### config.mk
export PLATFORM = sky130hd
export DESIGN_NAME = prog_counter
export DESIGN_NICKNAME = d
export VERILOG_FILES = /design/src/rtl/prog_counter.sv
export SDC_FILE = /design/constraint.sdc
export NUM_CORES = 1
export LEC_CHECK = 0
export ABC_AREA = 1
export ABC_CLOCK_PERIOD_IN_PS = 2590
export CORE_MARGIN = 2
export CORE_UTILIZATION = 45
export CTS_CLUSTER_DIAMETER = 100
export DETAILED_ROUTE_END_ITERATION = 8
export GPL_ROUTABILITY_DRIVEN = 0
export GPL_TIMING_DRIVEN = 1
export MAX_ROUTING_LAYER = met4
export PLACE_DENSITY = 0.72
export SYNTH_ARGS = -nofsm -noshare
export SYNTH_HDL_FRONTEND = slang
export SYNTH_SLANG_ARGS = --single-unit
### constraint.sdc
create_clock -name Clk -period 2.59 [get_ports Clk]
set_clock_uncertainty 0.05 [all_clocks]
set_input_delay 0.518 -clock Clk [delete_from_list [all_inputs] [get_ports Clk]]
set_output_delay 0.518 -clock Clk [all_outputs]
set_load 0.05 [all_outputs]
### src/rtl/prog_counter.sv
// rtl/prog_counter.sv - fetch-stage program counter with start/done sequencing
// Drives the instruction ROM address and counts the cycles spent executing.
module prog_counter #(
   parameter int D  = 10,
   parameter int CW = 16
) (
   input  logic          Clk,
   input  logic          Reset,
   input  logic          Start,
   input  logic          Halt,
   input  logic          Stall,
   input  logic          BranchAbs,
   input  logic [D-1:0]  Target,
   input  logic          BranchRel,
   input  logic [7:0]    Offset,
   output logic [D-1:0]  prog_ctr,
   output logic          Done,
   output logic          Running,
   output logic [CW-1:0] CycleCount
);

   typedef enum logic [1:0] {IDLE, ARM, RUN, DONE} state_t;

   state_t         state, state_next;
   logic [D-1:0]   pc_next;
   logic [D-1:0]   offset_ext;

   assign offset_ext = D'($signed(Offset));

   always_ff @(posedge Clk) begin
      if (Reset) state <= IDLE;
      else       state <= state_next;
   end

   always_comb begin
      state_next = state;
      case (state)
         IDLE:    if (Start) state_next = ARM;
         ARM:     if (!Start) state_next = RUN;
         RUN:     if (Halt) state_next = DONE;
         DONE:    if (Start) state_next = ARM;
         default: state_next = IDLE;
      endcase
   end

   always_comb begin
      Running = (state == RUN);
      Done    = (state == DONE);
   end

   // Halt outranks everything so the halting instruction's address stays visible in DONE.
   always_comb begin
      pc_next = prog_ctr + D'(1);
      if (Halt || Stall) pc_next = prog_ctr;
      else if (BranchAbs) pc_next = Target;
      else if (BranchRel) pc_next = prog_ctr + offset_ext;
   end

   always_ff @(posedge Clk) begin
      if (Reset) begin
         prog_ctr   <= '0;
         CycleCount <= '0;
      end else begin
         case (state)
            IDLE: begin
               prog_ctr <= '0;
               if (Start) CycleCount <= '0;
            end
            ARM: begin
               prog_ctr   <= '0;
               CycleCount <= '0;
            end
            RUN: begin
               prog_ctr <= pc_next;
               if (CycleCount != {CW{1'b1}}) CycleCount <= CycleCount + CW'(1);
            end
            DONE: begin
               if (Start) begin
                  prog_ctr   <= '0;
                  CycleCount <= '0;
               end
            end
            default: prog_ctr <= '0;
         endcase
      end
   end

endmodule

==> metrics.md <==
| Metric | Value |
|---|---|
| Status | `finished clean` |
| Number of global-route vias before repair | `2,191` |
| Chip height | `73.52 um` |
| Slew headroom | `59.37%` |
| Number of synthesized flops with an enable pin | `0` |
| I/O pin cnt | `53` |
| Placed cells | `442` |
| TritonRoute pass-1 iters | `6` |
| Max Freq | `429.5 MHz` |
| Ant diodes | `0` |
| First-pass GRT wire length | `9404 um` |
| Num CTS Buffers | `3` |
| Synth warnings | `0` |
| Post-Syn Area | `0.002175 mm^2` |
| PnR Total Power | `1600 uW` |
| Final core utilization | `60.11%` |
| Max-cap violations | `0` |
| DR WL/cell | `12.75 um` |
| Clk pin slew, worst setup/hold paths | `110 ps` |
| Commonest non-fill, non-tap cell in the layout | `nand2_1` |
| Post-synthesis sequential area ratio | `25.78%` |
| Period minus WS final | `2328 ps` |
| Commonest non-fill, non-tap cells in the layout | `nand2_1, clkdlybuf4s50_1, nor2_1` |
| Worst-margin pin slew | `607.1 ps` |
| CTS tree | `done` |
| Setup crit end kind | `flop` |
| Ys flop type | `dfxtp_1` |
| Clk buf depth | `2` |
| # nets final | `432` |
| Root buf cell | `clkbuf_8` |
| IO buf count | `52` |
| CORE AREA | `0.004692 mm^2` |
| Tot GR Track Use | `22.42%` |
| Cts hold-fix bufs | `0` |
| R2R Path Start | `CycleCount[1]` |
| R2R cell count | `7` |
| VDD IR max | `0.0004442 V` |
| # rows | `25` |
| Full die area | `0.005404 mm^2` |
| Initial core utilization | `46.35%` |
| Setup TNS | `0 ps` |
| Vias per std cell | `5.303` |
| Async S/R FF share, synth | `0%` |
| Initial antenna violation count | `0` |
| DR DRC count | `0` |
| Area grow syn2layout | `29.69%` |
| Setup slack, reg-to-reg | `610 ps` |
| Critical path peak fanout | `8` |
| Worst setup SP type | `input pin` |
| Die X-Extent | `73.52 um` |
| Critical path class | `input pin to flop` |
| HPWL Detailed | `4344 um` |
| HP Class | `flop to flop` |
| Post-CTS resize count | `0` |
| Syn Area/Cell | `6.491 um^2` |
| Distinct cell type count after synthesis | `30` |
| Period utilization | `89.89%` |
| Worst Setup EP | `prog_ctr[8]` |
| Worst Setup SP | `BranchRel` |
| Worst reg2reg endpoint | `CycleCount[5]` |
| PwrDens | `567.5 mW/mm^2` |
| 1st-iter DRT viols | `128` |
| Net Count, Synth | `374` |
| Final hold viol count | `0` |
| Via count | `2,360` |
| Gr ovfl total | `0` |
| # Post-CTS Setup Buffers | `0` |
| Max-slew violations | `0` |
| RSZ-0062 raised after global routing | `false` |
| Leakage | `0.001167 uW` |
| Htree depth | `1` |
| Final ANT Viol Nets | `0` |
| Share of cells above drive strength 1 | `11.00%` |
| Skew-Pair Late Insertion Delay | `290 ps` |
| Worst path required time | `2760 ps` |
| Worst slack at placement | `-29.92 ps` |
| Wirelength, routed | `5675 um` |
| Synthesis-stage register bit count | `28` |
| Largest net degree at the start of global routing | `23` |
| Setup ws final | `261.9 ps` |
| Final setup viols | `0` |
| Arr. time, crit path | `2500 ps` |
| Fin cells | `445` |
| Sink Count | `28` |
| # fillers | `456` |
| Post-Syn Instances | `335` |
per-stage QoR:
stage,hold WS [ps],instance area (um^2)
after floorplan,474.9,2175
after global placement,426.2,2779
after detailed placement,432.1,2779
after CTS,448.6,2820
after global routing,459.9,2820
final,443.2,2820
area by class of cell:
| type | instances | area (um^2) | area share (%) |
|---|---|---|---|
| well taps | 54 | 67.56 | 2.396 |
| clock buffers | 3 | 41.29 | 1.464 |
| flip-flops and latches | 28 | 560.5 | 19.88 |
| repair buffers | 60 | 578.1 | 20.50 |
| inverters | 39 | 146.4 | 5.191 |
| multi-input cells | 261 | 1426 | 50.58 |
metal layers:
| layer | part of all wire [%] | global-route usage [%] | vias up |
|---|---|---|---|
| met5 | 0 | - | - |
| met3 | 5.0 | 3.567 | 13 |
| met2 | 48 | 39.58 | 77 |
| li1 | - | - | 1209 |
| met4 | 1.6 | 5.455 | 0 |
| met1 | 45 | 26.47 | 1061 |
cells in the mapped netlist, types with 2 or more instances:
master	number	area (um^2)
o21a_1	2	15.01
or2_2	5	31.28
dfxtp_1	28	560.5
o21ai_0	5	25.02
xnor2_1	3	26.28
o21bai_1	4	30.03
nand3b_1	2	15.01
clkbuf_1	4	15.01
nor3_2	2	20.02
nand2_1	86	322.8
o211ai_1	3	22.52
a21oi_1	21	105.1
a21oi_2	12	105.1
inv_1	38	142.6
nand3_1	24	120.1
nor2_2	4	25.02
nor2_1	41	153.9
buf_6	2	22.52
xor2_1	5	43.79
nand4_1	14	87.58
ha_1	13	162.7
nor3_1	5	25.02
nand2_2	5	31.28
registers in the layout, indices dropped and copies added (netlist names):
register    flops
state           2
prog_ctr       10
CycleCount     16
power by group:
part	switching, uW	leakage [uW]	internal (uW)
clock	146	0.0000216	105
combinational	535	0.000919	290
sequential	45.0	0.000227	479
total	727	0.00117	874
worst min-delay path by stage:
stage | start | to | depth (start not counted)
floorplan | state[1] | state[1] | 2
global placement | prog_ctr[5] | prog_ctr[5] | 2
detailed placement | prog_ctr[6] | prog_ctr[6] | 2
CTS | prog_ctr[6] | prog_ctr[6] | 2
global route | prog_ctr[6] | prog_ctr[6] | 2
finish | prog_ctr[5] | prog_ctr[5] | 2
cell families (layout without fill, tap and decap cells):
kind of cell | Yosys count | in the layout | synth area share (%)
flops | 28 | 28 | 25.78
compound gates | 50 | 50 | 15.30
buf+inv | 46 | 102 | 8.630
fa+ha+maj | 14 | 14 | 8.401
xor+xnor | 8 | 8 | 3.222
simple gates | 189 | 189 | 38.66
critical path, stage by stage:
cell and delay (ps):
clkdlybuf4s50_1 610, nand2_1 110, ha_1 220, fa_1 420
nand3_1 110, nand2_1 80, nand2_1 90, nand3_1 80
nand3_1 80, nand2_1 60, a21oi_1 130
Power figures use the tool's default switching activity.
